<file path="config.mk">
export PLATFORM = sky130hd
export DESIGN_NAME = phy_rx
export DESIGN_NICKNAME = d
export VERILOG_FILES = /design/src/rtl/phy_rx.sv
export SDC_FILE = /design/constraint.sdc
export NUM_CORES = 1
export LEC_CHECK = 0
export ABC_AREA = 1
export CAP_MARGIN = 20
export CORE_UTILIZATION = 50
export DETAILED_ROUTE_END_ITERATION = 16
export GPL_TIMING_DRIVEN = 0
export PLACE_DENSITY_LB_ADDON = 0.25
export SETUP_SLACK_MARGIN = 0.4
export SLEW_MARGIN = 20
export SYNTH_ARGS = -nofsm -noshare
export SYNTH_HDL_FRONTEND = slang
export SYNTH_SLANG_ARGS = --single-unit
</file>
<file path="constraint.sdc">
create_clock -name clk_32f -period 1.9 [get_ports clk_32f]
set_input_delay 0.38 -clock clk_32f [delete_from_list [all_inputs] [get_ports clk_32f]]
set_output_delay 0.38 -clock clk_32f [all_outputs]
set_load 0.01 [all_outputs]
</file>
<file path="src/rtl/phy_rx.sv">
// -----------------------------------------------------------------------------
// phy_rx : two-lane serial receiver with comma alignment and word unstriping.
//
// Each lane shifts in one bit per clk_32f edge (MSB first), hunts for the
// COM_BYTE comma, confirms alignment with SYNC_COUNT consecutive on-boundary
// commas, then packs non-comma bytes into 32-bit words (first byte -> [31:24]).
// Finished words go into a 2-entry per-lane buffer. The unstriper drains the
// buffers in strict lane 0, lane 1, lane 0, ... order and presents one word per
// valid_out pulse.
//
// Optional feature macro: PHY_RX_ERR_CNT_EN
//   When defined, the err_count port and a saturating error counter exist.
//   The counter advances on partial-word discard (comma arriving mid-word) and
//   on buffer overflow (word dropped). Without the macro the port is absent
//   and data behaviour is unchanged.
//
// Parameters
//   COM_BYTE    comma / idle character (default 8'hBC)
//   SYNC_COUNT  consecutive aligned commas needed to reach ACTIVE (default 4)
//
// Ports
//   clk_32f      in   1  bit clock, one serial bit per lane per rising edge
//   reset_L      in   1  asynchronous active-low reset
//   serial_in_0  in   1  lane 0 serial stream, MSB first
//   serial_in_1  in   1  lane 1 serial stream, MSB first
//   err_count    out  8  saturating error count (PHY_RX_ERR_CNT_EN only)
//   data_out     out 32  last reassembled word, held between valid pulses
//   valid_out    out  1  one-cycle pulse per new word on data_out
//   active_out   out  1  high while both lanes are ACTIVE
// -----------------------------------------------------------------------------
module phy_rx #(
  parameter logic [7:0] COM_BYTE   = 8'hBC,
  parameter int         SYNC_COUNT = 4
) (
  input  logic        clk_32f,
  input  logic        reset_L,
  input  logic        serial_in_0,
  input  logic        serial_in_1,
`ifdef PHY_RX_ERR_CNT_EN
  output logic [7:0]  err_count,
`endif
  output logic [31:0] data_out,
  output logic        valid_out,
  output logic        active_out
);

  typedef enum logic [1:0] {
    SEARCH  = 2'd0,
    SYNCING = 2'd1,
    ACTIVE  = 2'd2
  } lane_state_e;

  // Comma counter just wide enough to hold SYNC_COUNT.
  localparam int CW = (SYNC_COUNT > 1) ? $clog2(SYNC_COUNT + 1) : 1;
  localparam logic [CW-1:0] SYNC_TGT = CW'(SYNC_COUNT);
  // With a single required comma the first match already completes alignment.
  localparam lane_state_e FIRST_COM_STATE = (SYNC_COUNT > 1) ? SYNCING : ACTIVE;

  // Per-edge lane view
  logic          ser_s       [2];
  logic [7:0]    byte_s      [2];
  logic          boundary_s  [2];
  logic          is_com_s    [2];
  logic          word_done_s [2];
  logic [31:0]   word_s      [2];
  logic          pop_s       [2];
  logic          wr_en_s     [2];

  // Lane receiver state
  lane_state_e   state_q [2];
  lane_state_e   state_d [2];
  logic [7:0]    sr_q    [2];
  logic [7:0]    sr_d    [2];
  logic [2:0]    bit_q   [2];
  logic [2:0]    bit_d   [2];
  logic [CW-1:0] comma_q [2];
  logic [CW-1:0] comma_d [2];
  logic [1:0]    idx_q   [2];
  logic [1:0]    idx_d   [2];
  logic [23:0]   acc_q   [2];
  logic [23:0]   acc_d   [2];

  // Per-lane 2-entry word buffer
  logic [31:0]   mem_q [2][2];
  logic [31:0]   mem_d [2][2];
  logic          wr_q  [2];
  logic          wr_d  [2];
  logic          rd_q  [2];
  logic          rd_d  [2];
  logic [1:0]    cnt_q [2];
  logic [1:0]    cnt_d [2];

  // Unstriper / output stage
  logic          exp_q;
  logic          exp_d;
  logic [31:0]   data_q;
  logic [31:0]   data_d;
  logic          valid_q;
  logic          valid_d;
  logic          active_q;
  logic          active_d;
  logic          pop_any_s;
  logic [31:0]   head_s;

  // Byte seen this edge, boundary flag and comma detect for each lane.
  always_comb begin
    ser_s[0] = serial_in_0;
    ser_s[1] = serial_in_1;
    for (int l = 0; l < 2; l++) begin
      byte_s[l]     = {sr_q[l][6:0], ser_s[l]};
      boundary_s[l] = (bit_q[l] == 3'd7);
      is_com_s[l]   = (byte_s[l] == COM_BYTE);
    end
  end

  // Lane alignment FSM and byte-to-word packing.
  always_comb begin
    for (int l = 0; l < 2; l++) begin
      state_d[l]     = state_q[l];
      sr_d[l]        = byte_s[l];
      bit_d[l]       = bit_q[l] + 3'd1;
      comma_d[l]     = comma_q[l];
      idx_d[l]       = idx_q[l];
      acc_d[l]       = acc_q[l];
      word_done_s[l] = 1'b0;
      word_s[l]      = {acc_q[l], byte_s[l]};
      case (state_q[l])
        SEARCH: begin
          // Bit-by-bit hunt; a match defines the byte grid from here on.
          if (is_com_s[l]) begin
            bit_d[l]   = 3'd0;
            comma_d[l] = CW'(1);
            state_d[l] = FIRST_COM_STATE;
          end else begin
            state_d[l] = SEARCH;
          end
        end
        SYNCING: begin
          if (boundary_s[l] && is_com_s[l]) begin
            comma_d[l] = comma_q[l] + CW'(1);
            if ((comma_q[l] + CW'(1)) == SYNC_TGT) begin
              state_d[l] = ACTIVE;
            end else begin
              state_d[l] = SYNCING;
            end
          end else if (boundary_s[l]) begin
            comma_d[l] = {CW{1'b0}};
            state_d[l] = SEARCH;
          end else begin
            state_d[l] = SYNCING;
          end
        end
        ACTIVE: begin
          if (boundary_s[l] && is_com_s[l]) begin
            // Idle byte; any partially built word is abandoned.
            idx_d[l] = 2'd0;
          end else if (boundary_s[l]) begin
            acc_d[l] = {acc_q[l][15:0], byte_s[l]};
            if (idx_q[l] == 2'd3) begin
              word_done_s[l] = 1'b1;
              idx_d[l]       = 2'd0;
            end else begin
              idx_d[l] = idx_q[l] + 2'd1;
            end
          end else begin
            idx_d[l] = idx_q[l];
          end
        end
        default: begin
          state_d[l] = SEARCH;
        end
      endcase
    end
  end

  // Word buffers: pop for the expected lane, push completed words if room.
  always_comb begin
    for (int l = 0; l < 2; l++) begin
      mem_d[l][0] = mem_q[l][0];
      mem_d[l][1] = mem_q[l][1];
      pop_s[l]    = (exp_q == 1'(l)) && (cnt_q[l] != 2'd0);
      // A full buffer still accepts a word when it is popped on the same edge.
      wr_en_s[l]  = word_done_s[l] && ((cnt_q[l] != 2'd2) || pop_s[l]);
      if (wr_en_s[l]) begin
        mem_d[l][wr_q[l]] = word_s[l];
        wr_d[l]           = ~wr_q[l];
      end else begin
        wr_d[l] = wr_q[l];
      end
      if (pop_s[l]) begin
        rd_d[l] = ~rd_q[l];
      end else begin
        rd_d[l] = rd_q[l];
      end
      case ({wr_en_s[l], pop_s[l]})
        2'b10:   cnt_d[l] = cnt_q[l] + 2'd1;
        2'b01:   cnt_d[l] = cnt_q[l] - 2'd1;
        default: cnt_d[l] = cnt_q[l];
      endcase
    end
  end

  // Strict round-robin unstriper and output register next state.
  always_comb begin
    pop_any_s = pop_s[0] | pop_s[1];
    head_s    = exp_q ? mem_q[1][rd_q[1]] : mem_q[0][rd_q[0]];
    valid_d   = pop_any_s;
    active_d  = (state_q[0] == ACTIVE) && (state_q[1] == ACTIVE);
    if (pop_any_s) begin
      data_d = head_s;
      exp_d  = ~exp_q;
    end else begin
      data_d = data_q;
      exp_d  = exp_q;
    end
  end

  // Lane receiver and buffer state registers.
  always_ff @(posedge clk_32f or negedge reset_L) begin
    if (!reset_L) begin
      for (int l = 0; l < 2; l++) begin
        state_q[l]  <= SEARCH;
        sr_q[l]     <= 8'd0;
        bit_q[l]    <= 3'd0;
        comma_q[l]  <= {CW{1'b0}};
        idx_q[l]    <= 2'd0;
        acc_q[l]    <= 24'd0;
        mem_q[l][0] <= 32'd0;
        mem_q[l][1] <= 32'd0;
        wr_q[l]     <= 1'b0;
        rd_q[l]     <= 1'b0;
        cnt_q[l]    <= 2'd0;
      end
    end else begin
      for (int l = 0; l < 2; l++) begin
        state_q[l]  <= state_d[l];
        sr_q[l]     <= sr_d[l];
        bit_q[l]    <= bit_d[l];
        comma_q[l]  <= comma_d[l];
        idx_q[l]    <= idx_d[l];
        acc_q[l]    <= acc_d[l];
        mem_q[l][0] <= mem_d[l][0];
        mem_q[l][1] <= mem_d[l][1];
        wr_q[l]     <= wr_d[l];
        rd_q[l]     <= rd_d[l];
        cnt_q[l]    <= cnt_d[l];
      end
    end
  end

  // Unstriper pointer and registered outputs.
  always_ff @(posedge clk_32f or negedge reset_L) begin
    if (!reset_L) begin
      exp_q    <= 1'b0;
      data_q   <= 32'd0;
      valid_q  <= 1'b0;
      active_q <= 1'b0;
    end else begin
      exp_q    <= exp_d;
      data_q   <= data_d;
      valid_q  <= valid_d;
      active_q <= active_d;
    end
  end

  assign data_out   = data_q;
  assign valid_out  = valid_q;
  assign active_out = active_q;

`ifdef PHY_RX_ERR_CNT_EN
  logic       err_ev_s [2];
  logic [1:0] err_inc_s;
  logic [8:0] err_sum_s;
  logic [7:0] err_q;
  logic [7:0] err_d;

  // Error events per lane (partial discard or dropped word), saturating sum.
  always_comb begin
    for (int l = 0; l < 2; l++) begin
      err_ev_s[l] = (state_q[l] == ACTIVE) && boundary_s[l] &&
                    ((is_com_s[l] && (idx_q[l] != 2'd0)) ||
                     (word_done_s[l] && !wr_en_s[l]));
    end
    err_inc_s = {1'b0, err_ev_s[0]} + {1'b0, err_ev_s[1]};
    err_sum_s = {1'b0, err_q} + {7'd0, err_inc_s};
    if (err_sum_s[8]) begin
      err_d = 8'hFF;
    end else begin
      err_d = err_sum_s[7:0];
    end
  end

  // Error counter register.
  always_ff @(posedge clk_32f or negedge reset_L) begin
    if (!reset_L) begin
      err_q <= 8'd0;
    end else begin
      err_q <= err_d;
    end
  end

  assign err_count = err_q;
`endif

endmodule

</file>
==> summary.txt, run 1 <==
STA
  • Clock Skews: 0.0168 ns
  • Max-slew violation count: 0
  • Post-layout minimum cycle time: around 1.9 ns
  • Setup tns final: 0 ns
  • RSZ-0062 raised after global routing: true
  • Final Setup Violations: 0
  • Slew headroom: 49.8%
  • Achievable Freq: 531 MHz
  • Crit share post-route: between 90% and 100%
  • Final hold vios: 94
  • Final setup margin: 0.0162 ns
  • Slew @ Worst Pin: 0.754 ns
  • WHS: -0.122 ns

Cells and area
  • Inserted Diodes: 0
  • Final std cells w/o fill: 1732
  • Synth-to-layout area growth: 29.8%
  • Fin area: 0.0143 mm^2
  • Share of layout cells above drive strength 1: 24.6%
  • Util after Layout: 67.0%
  • Fill cells: ~1600
  • Nets: 1452

Global route
  • Pin count of the biggest net entering global routing: 102
  • Vias in the first global route: just over 9000
  • Tot GR Track Use: 27.0%
  • Total grt overflow: 0
  • First-pass GRT wire length: between 40 and 50 mm
  • Initial antenna violation count: 0

Synthesis
  • Mapped Nets: 1301
  • Yosys reg bits: 253
  • Fraction of registers with async set/reset: 100%
  • Sequential area share after synthesis: between 50% and 60%
  • Syn. warnings: 0
  • Synth area leaders: dfrtp_1 58%, nand2_1 14%, nor2_1 6.0%, nand3_1 4.1%, nand4_1 3.8%
  • Post-synth top area cell: dfrtp_1
  • Post-Synthesis Cells: 1285
  • EDFF count, synth: 0
  • Top-area cell type share of the netlist area: just under 60%
  • Post-synth cell types: 29
  • Mapped Area: 0.0110 mm^2
  • Primary FF master, synth: dfrtp_1
  • Synthesized area per cell: 8.55 um^2

Place
  • IO Port Bufs: 37
  • Dpl hpwl: 19.1 mm
  • Placed Cells: 1599
  • Worst slack at placement: -0.532 ns
  • DP Area: ~0.012 mm^2
  • GPL Wtd Cong: 0.866

Floorplanning
  • Core area: 0.0213 mm^2
  • FP Rows: 53
  • Starting density of the core: 51.6%
  • Die Y-Extent: 150 um
  • I/O pin total: 38
  • Die W: ~150 um
  • Die ar.: 0.0226 mm^2

Setup path
  • Worst setup SP type: flop
  • Max Fanout on Critical Path: 2
  • Critical path required time: 2.32 ns
  • Arr. time, crit path: roughly 2.3 ns
  • CP endpoint kind: flop
  • Critical path class: reg2reg

Detailed routing
  • Via density: 5.58
  • Drt drc: 0
  • Via count: approximately 9700
  • Routed wire per std cell: 17.6 um
  • Post-route ant nets: 0
  • Routed WL: 30.5 mm
  • 1st-iter DRT viols: 923
  • Drt first pass iters: 6

CTS
  • Root buf cell: clkbuf_16
  • CTS sink cnt: roughly 250
  • Clock tree from TritonCTS: done
  • CTS Buf Count: 27
  • CTS max path bufs: 3
  • H-tree Lvls: 1
  • Worst skew pair latency: 0.54 ns
  • Reg clk slew, reported paths: 0.06 ns

Status
  • Violated checks: hold timing
  • Status: finished with violations

Power and ir drop
  • Power per Cell Area: 823 mW/mm^2
  • VDD IR max: around 0.00071 V
  • Final Total Pwr: 11.7 mW
  • Lkg Pwr: 7.32 nW

Run
  • MaxCap Viol Count: 0

Worst hold path
  • Min-delay worst type: in2async
==> flip-flops by register name (all words and copies together), names as in the netlist, 4 cells and up <==
signal / flops
byte_s: 14
cnt_q: 4
idx_q: 4
data_out: 32
bit_q: 6
comma_q: 6
acc_q: 48
state_q: 4
mem_q: 128
==> cells by family after synthesis <==
| family | count (synthesis) | share of synthesized area (%) |
|---|---|---|
| AO/OA/AOI/OAI | 124 | 6.09 |
| XOR/XNOR | 8 | 0.638 |
| adder cells (fa/ha/maj) | 12 | 1.37 |
| buffers and inverters | 131 | 5.36 |
| flip-flops | 253 | 57.6 |
| AND/OR/NAND/NOR | 757 | 28.9 |
==> layout by cell type (no fill, tap or decap), types with 6 or more instances in the layout <==
cell type / n
ha_1: 6
clkbuf_1: 9
buf_1: 10
buf_6: 43
clkbuf_16: 29
nand3_1: 59
buf_16: 8
nand3_2: 30
buf_2: 46
a31oi_1: 32
dfrtp_1: 244
inv_1: 36
buf_4: 44
clkbuf_2: 20
nand2_2: 32
nand4_1: 67
nor2_1: 172
o21ai_0: 72
o21ai_1: 7
dfrtp_2: 9
o21ai_2: 6
buf_8: 17
nand2_1: 372
clkbuf_8: 14
nand2_4: 11
ha_4: 6
nor2_4: 6
==> power breakdown <==
group,leakage (nW),total [mW],switching (mW),internal (mW)
Clock,0.454,5.37,2.20,3.18
Sequential,3.22,5.73,0.166,5.57
Combinational,3.64,0.630,0.377,0.252
Total,7.32,11.7,2.74,9.00
==> worst paths after layout <==
check                                     from                     to  slack [ns]  cells past startpoint
min                                    reset_L  mem_q[58]$_DFFE_PN0P_       -0.12                      1
min reg2reg                byte_s[1]$_DFF_PN0_    byte_s[2]$_DFF_PN0_        0.40                      0
min in group clk_32f       byte_s[1]$_DFF_PN0_    byte_s[2]$_DFF_PN0_        0.40                      0
max                         bit_q[4]$_DFF_PN0_   cnt_q[3]$_DFFE_PN0P_        0.02                     12
max in group asynchronous              reset_L   byte_s[13]$_DFF_PN0_        0.73                      3
max reg2reg                 bit_q[4]$_DFF_PN0_   cnt_q[3]$_DFFE_PN0P_        0.02                     12
==> layout make-up <==
class	count	area, um^2	area share (%)
Timing Repair Buffer	122	1230	8.62
Clock buffer	41	838	5.88
Buffer	86	689	4.83
Clock inverter	9	82.6	0.579
Multi-Input combinational cell	901	4540	31.9
Tap cell	275	344	2.41
Sequential cell	253	6340	44.5
Inverter	45	191	1.34
==> layer usage <==
layer	vias to the layer above	global-route usage [%]	share of wire [%]	wire (um)
met5	-	0	0	0
met4	0	6.41	2.3	716
met3	59	3.15	5.7	1730
met2	333	42.6	47	14400
met1	4773	39.8	45	13700
li1	4504	-	-	-
==> worst max-delay path, cell delays in order, from the launching register on <==
cell	delay (ns)
dfrtp_1	0.38
ha_4	0.16
ha_4	0.15
inv_4	0.04
nor2_4	0.09
inv_2	0.06
nor2_4	0.13
buf_6	0.13
nand2_4	0.06
ha_4	0.23
a21oi_2	0.10
o21ai_1	0.11
xnor2_1	0.14
==> synthesized netlist by cell type, types with 2 or more instances <==
cell,number
o21ai_0,82
nor2_1,175
nor2_4,2
xnor2_1,6
inv_2,6
o21ai_1,3
nand3_1,90
dfrtp_1,253
ha_1,12
buf_2,33
xor2_1,2
buf_6,4
a31oi_1,32
nor2_2,5
nand2_1,412
nand4_1,67
a21oi_1,4
nand2_2,2
buf_1,12
clkbuf_1,30
inv_1,39
buf_4,7
==> timing repair <==
| item | CTS | global route |
|---|---|---|
| pin swaps | 31 | 60 |
| cloned | 19 | 3 |
| endpoints found under the hold margin | 94 | 94 |
| resized for setup | 233 | 214 |
| buffers inserted | 33 | 28 |
| endpoints found under the setup margin | 233 | 230 |
(Power assumes the default switching activity.)
==> inputs of run 2 (changes only) <==
Settings changed: CORE_UTILIZATION 50 to 36.
Clock period 1.9 ns to 2.32 ns, I/O delays scaled along.
==> summary.txt, run 2 (synthesis results as in run 1) <==
Detailed routing
  • Via count: 8895
  • Routed wire per std cell: ~16 um
  • Post-route ant nets: 0
  • 1st-iter DRT viols: 763
  • Routed WL: 28.4 mm
  • Via density: 5.00
  • Drt first pass iters: 5
  • Drt drc: 0

STA
  • Slew headroom: 63.2%
  • RSZ-0062 raised after global routing: true
  • Max-slew violation count: 0
  • Final Setup Violations: 0
  • Clock Skews: 0.0130 ns
  • Post-layout minimum cycle time: between 1.5 and 2 ns
  • Slew @ Worst Pin: 0.552 ns
  • Final hold vios: 0
  • Achievable Freq: 530 MHz
  • Crit share post-route: 81.3%

CTS
  • CTS sink cnt: 253
  • CTS Buf Count: 28
  • CTS max path bufs: 3
  • Root buf cell: clkbuf_16
  • Worst skew pair latency: 0.54 ns
  • H-tree Lvls: 1
  • Clock tree from TritonCTS: done
  • Reg clk slew, reported paths: 0.06 ns

Cells and area
  • Inserted Diodes: 0
  • Most frequent cells in the layout: 411 x nand2_1, 253 x dfrtp_1, 174 x nor2_1
  • Synth-to-layout area growth: 18.6%
  • Util after Layout: 43.7%
  • Max reg flops: 128
  • Share of layout cells above drive strength 1: around a tenth
  • Fin area: between 0.01 and 0.015 mm^2
  • Most common cell after layout, fill and taps aside: nand2_1
  • Biggest register: mem_q
  • Nets: 1384

Floorplanning
  • Die W: ~180 um
  • Starting density of the core: a little under two fifths
  • FP Rows: 63
  • I/O pin total: 38
  • Die ar.: 0.0312 mm^2
  • Core area: 0.0298 mm^2
  • Die Y-Extent: 177 um

Power and ir drop
  • Psw: 2.25 mW
  • VDD IR max: 0.000465 V
  • Final Total Pwr: just under 10 mW
  • Power per Cell Area: 737 mW/mm^2
  • Sequential fraction of design power: between 40% and 50%
  • Clk pwr share: 46.6%
  • Lkg Pwr: 6.77 nW
  • Switching share of power: 23.4%
  • Internal power: 7.36 mW
  • Combinational share of power: ~4.6%

Global route
  • Pin count of the biggest net entering global routing: 97
  • Initial antenna violation count: 0
  • Total grt overflow: 0
  • Vias in the first global route: slightly below 9000
  • Tot GR Track Use: 19.0%
  • First-pass GRT wire length: 46.9 mm

Setup path
  • Worst-path cell with the longest stage delay: dfrtp_1
  • RR Startpoint: bit_q[3]$_DFF_PN0_
  • Worst-path cell chain: ha_1 -> ha_2 -> inv_1 -> nor2_4 -> inv_2 -> nor2_4 -> buf_8 -> nand2_2 -> ha_4 -> a21oi_1 -> o21ai_1 -> xnor2_1
  • Max Fanout on Critical Path: 5
  • Critical path origin: bit_q[3]$_DFF_PN0_
  • Worst setup SP type: flop
  • Critical path class: reg2reg
  • Top cell by count, worst path: nor2_4
  • Worst r2r path cells: 12
  • Critical path required time: 2.75 ns
  • CP peak stage delay: 0.35 ns
  • CP endpoint kind: flop
  • R2R setup slack: 0.43 ns
  • R2r endpoint: cnt_q[3]$_DFFE_PN0P_
  • Worst Setup EP: cnt_q[3]$_DFFE_PN0P_
  • Arr. time, crit path: around 2.3 ns

Place
  • IO Port Bufs: 37
  • DP Area: 0.0119 mm^2
  • Dpl hpwl: 20.3 mm
  • GPL Wtd Cong: 0.819

Run
  • MaxCap Viol Count: 0

Status
  • Status: complete, no violations

Worst hold path
  • Hold Path Origin: byte_s[6]$_DFF_PN0_
  • Min-delay worst type: reg2reg
## run 2: cell count changes in the layout (fill, tap and decap cells not counted), moves of 10 or more
cell	before	now
nand3_1	59	90
clkbuf_2	20	1
clkbuf_1	9	30
clkbuf_8	14	4
nand2_1	372	411
nand3_2	30	0
dlygate4sd2_1	0	26
buf_2	46	31
buf_4	44	19
nand2_2	32	2
buf_6	43	6
buf_8	17	2
## run 2: layer usage
metal | up-vias | global-route usage, % | routed length (um)
met5 | - | 0 | 0
met4 | 0 | 4.17 | 425
met3 | 35 | 2.28 | 1390
met2 | 218 | 29.2 | 12500
met1 | 4275 | 28.7 | 14100
li1 | 4367 | - | -
## run 2: power by group through the flow
stage,combinational (mW),sequential (mW),clock (mW)
global placement,0.415,4.76,0
detailed placement,0.436,4.76,0
global route,0.511,4.70,4.76
finish,0.442,4.68,4.48
CTS,0.423,4.68,4.59
floorplan,0.212,4.73,0
## run 2: critical path, delay by kind of cell, from the launching register on
kind	cells	cell delay [ns]
DFF	1	0.35
AOI/OAI and AO/OA	2	0.19
xor gates and xnor gates	1	0.13
and+or+nand+nor	3	0.32
adders and majority gates	3	0.54
buffers and inverters	3	0.25
## run 2: worst min-delay path by stage
stage | slack [ns] | cells after the start | endpoint
6_report | 0.45 | 0 | byte_s[7]$_DFF_PN0_
2_1_floorplan | 0.17 | 0 | acc_q[0]$_DFFE_PN0P_
4_1_cts | 0.45 | 0 | byte_s[7]$_DFF_PN0_
5_1_grt | 0.47 | 0 | byte_s[7]$_DFF_PN0_
3_5_place_dp | 0.43 | 0 | byte_s[2]$_DFF_PN0_
3_3_place_gp | 0.42 | 0 | byte_s[2]$_DFF_PN0_
## run 2: what timing repair did
action	CTS	global route
hold buffers	1	0
setup endpoints to repair	29	90
setup buffers	3	10
gates resized for setup	29	27
endpoints found under the hold margin	65	0
pin swaps	2	9
## run 2: final cells by class
type	count	area, um^2
Tap cell	390	488
Timing Repair Buffer	53	520
Inverter	45	171
Clock inverter	16	145
Multi-Input combinational cell	901	4140
Sequential cell	253	6330
Clock buffer	35	788
Fill cell	3003	16800
Buffer	86	445
## run 2: metrics by stage
| step | setup slack (ns) | setup TNS [ns] | hold WS (ns) | cells |
|---|---|---|---|---|
| 3_3_place_gp | -10.34 | -2611.84 | 0.424 | 1712 |
| 6_report | 0.433 | 0 | 0.448 | 1779 |
| 2_1_floorplan | 0.435 | 0 | 0.168 | 1285 |
| 5_1_grt | 0.262 | 0 | 0.469 | 1779 |
| 4_1_cts | 0.308 | 0 | 0.454 | 1769 |
| 3_5_place_dp | -0.221 | -0.481 | 0.426 | 1714 |
==> inputs of run 3 (changes only) <==
Clock period 2.32 ns to 1.83 ns, I/O delays scaled along.
==> summary.txt, run 3 (synthesis results as in run 1) <==
Global route
  • Total grt overflow: 0
  • Pin count of the biggest net entering global routing: 82
  • Tot GR Track Use: 20.6%
  • Initial antenna violation count: 0
  • Vias in the first global route: 9449
  • First-pass GRT wire length: ~50 mm

Place
  • IO Port Bufs: 37
  • DP Area: 0.0120 mm^2
  • GPL Wtd Cong: 0.854
  • Dpl hpwl: 20.4 mm

Setup path
  • Critical path required time: 2.26 ns
  • CP endpoint kind: flop
  • Critical path class: reg2reg
  • Max Fanout on Critical Path: 2
  • Worst setup SP type: flop
  • Arr. time, crit path: 2.33 ns

Floorplanning
  • Die Y-Extent: ~180 um
  • Die W: 177 um
  • Starting density of the core: 36.9%
  • FP Rows: 63
  • I/O pin total: 38
  • Core area: 0.0298 mm^2
  • Die ar.: 0.0312 mm^2

Cells and area
  • Biggest register: mem_q
  • Fill cells: 2664
  • Footprint of the multi-input gates: around 0.0052 mm^2
  • Inserted Diodes: 0
  • Util after Layout: around 52%
  • Nets: 1479
  • Max reg flops: 128
  • Most common cell after layout, fill and taps aside: nand2_1
  • Reg area: roughly 0.0063 mm^2
  • Fin area: 0.0156 mm^2
  • Synth-to-layout area growth: 42.2%
  • Share of layout cells above drive strength 1: 34.7%
  • Most frequent cells in the layout: 309 x nand2_1, 243 x dfrtp_1, 157 x nor2_1

STA
  • Achievable Freq: 525 MHz
  • Final hold vios: 0
  • Slew @ Worst Pin: 0.863 ns
  • WHS: approximately 0.094 ns
  • Post-layout minimum cycle time: 1.91 ns
  • Setup tns final: -0.0758 ns
  • Clock Skews: about 0.014 ns
  • Max-slew violation count: 0
  • Final setup margin: -0.0758 ns
  • Crit share post-route: 104%
  • RSZ-0062 raised after global routing: true
  • Slew headroom: 42.4%
  • Final Setup Violations: 1

CTS
  • H-tree Lvls: 1
  • Worst skew pair latency: roughly 0.55 ns
  • CTS sink cnt: 253
  • Root buf cell: clkbuf_16
  • CTS max path bufs: 3
  • Clock tree from TritonCTS: done
  • Reg clk slew, reported paths: roughly 0.06 ns
  • CTS Buf Count: 28

Detailed routing
  • Via density: 5.16
  • Drt first pass iters: 5
  • Via count: slightly below 10000
  • Routed WL: 32.8 mm
  • Drt drc: 0
  • Post-route ant nets: 0
  • Routed wire per std cell: between 15 and 20 um
  • 1st-iter DRT viols: 773

Status
  • Violated checks: setup timing
  • Status: finished with violations

Worst hold path
  • Min-delay worst type: in2reg

Power and ir drop
  • VDD IR max: between 0.0006 and 0.0007 V
  • Power per Cell Area: 798 mW/mm^2
  • Lkg Pwr: 7.61 nW

Run
  • MaxCap Viol Count: 0
[run 3: cell types whose count changed in the layout (fill, tap and decap cells not counted), sizes merged]
cell	delta
buf	+126
dlygate4sd2	-26
clkbuf	+12
clkinv	-6
dlymetal6s2s	-5
clkdlybuf4s50	-3
clkinvlp	-2
inv	-1
[run 3: metal layers]
layer | wire length (um) | vias to the layer above | track usage (%)
met4 | 546 | 0 | 5.53
met3 | 1930 | 48 | 2.73
li1 | - | 4569 | -
met2 | 15100 | 266 | 31.2
met1 | 15300 | 4788 | 31.0
met5 | 0 | - | 0
[run 3: path summary, 6_finish.rpt]
| kind | depth (start not counted) | slack (ns) | startpoint | end |
|---|---|---|---|---|
| max | 12 | -0.08 | bit_q[0]$_DFF_PN0_ | cnt_q[1]$_DFFE_PN0P_ |
| max in group asynchronous | 4 | 0.57 | reset_L | byte_s[14]$_DFF_PN0_ |
| min | 1 | 0.09 | serial_in_1 | byte_s[1]$_DFF_PN0_ |
| min reg2reg | 0 | 0.46 | byte_s[14]$_DFF_PN0_ | byte_s[15]$_DFF_PN0_ |
| min in group asynchronous | 2 | 0.30 | reset_L | bit_q[1]$_DFF_PN0_ |
| max reg2reg | 12 | -0.08 | bit_q[0]$_DFF_PN0_ | cnt_q[1]$_DFFE_PN0P_ |
[run 3: area by class of cell]
| type | instances | area share (%) |
|---|---|---|
| multi-input combinational | 901 | 33.0 |
| clock inverter | 7 | 0.545 |
| buffer | 86 | 5.27 |
| sequential | 253 | 40.6 |
| clock buffer | 44 | 5.58 |
| timing repair buffer | 148 | 10.7 |
| tap | 390 | 3.12 |
| inverter | 45 | 1.18 |
[run 3: through the flow]
step                setup WS (ns)  power (mW)  instances
finish                    -0.0758        12.5       1874
global route               -0.176        12.9       1874
CTS                     0.0000167        12.5       1838
detailed placement         -0.585        6.63       1715
global placement           -10.80        6.59       1712
floorplan                 0.00843        6.30       1285
[run 3: repair_timing]
| item | CTS | global route |
|---|---|---|
| resized for setup | 339 | 337 |
| endpoints found under the setup margin | 252 | 329 |
| hold endpoints to repair | 49 | 0 |
| hold buffers | 1 | 0 |
| pin swaps | 49 | 91 |
| cloned | 25 | 8 |
| buffers inserted | 46 | 28 |
[run 3: worst max-delay path: stages (launching register included)]
cell     delay (ns)
dfrtp_1        0.35
ha_2           0.19
ha_4           0.14
inv_4          0.04
nor2_4         0.11
nand2_2        0.09
nor2_4         0.13
buf_6          0.12
inv_2          0.05
ha_4           0.22
a21oi_2        0.11
o21ai_1        0.10
xnor2_1        0.14
[run 3: where the power goes]
part | switching, mW | leakage (nW) | internal [mW]
logic | 0.399 | 3.91 | 0.285
registers | 0.179 | 3.22 | 5.78
clock network | 2.30 | 0.477 | 3.53
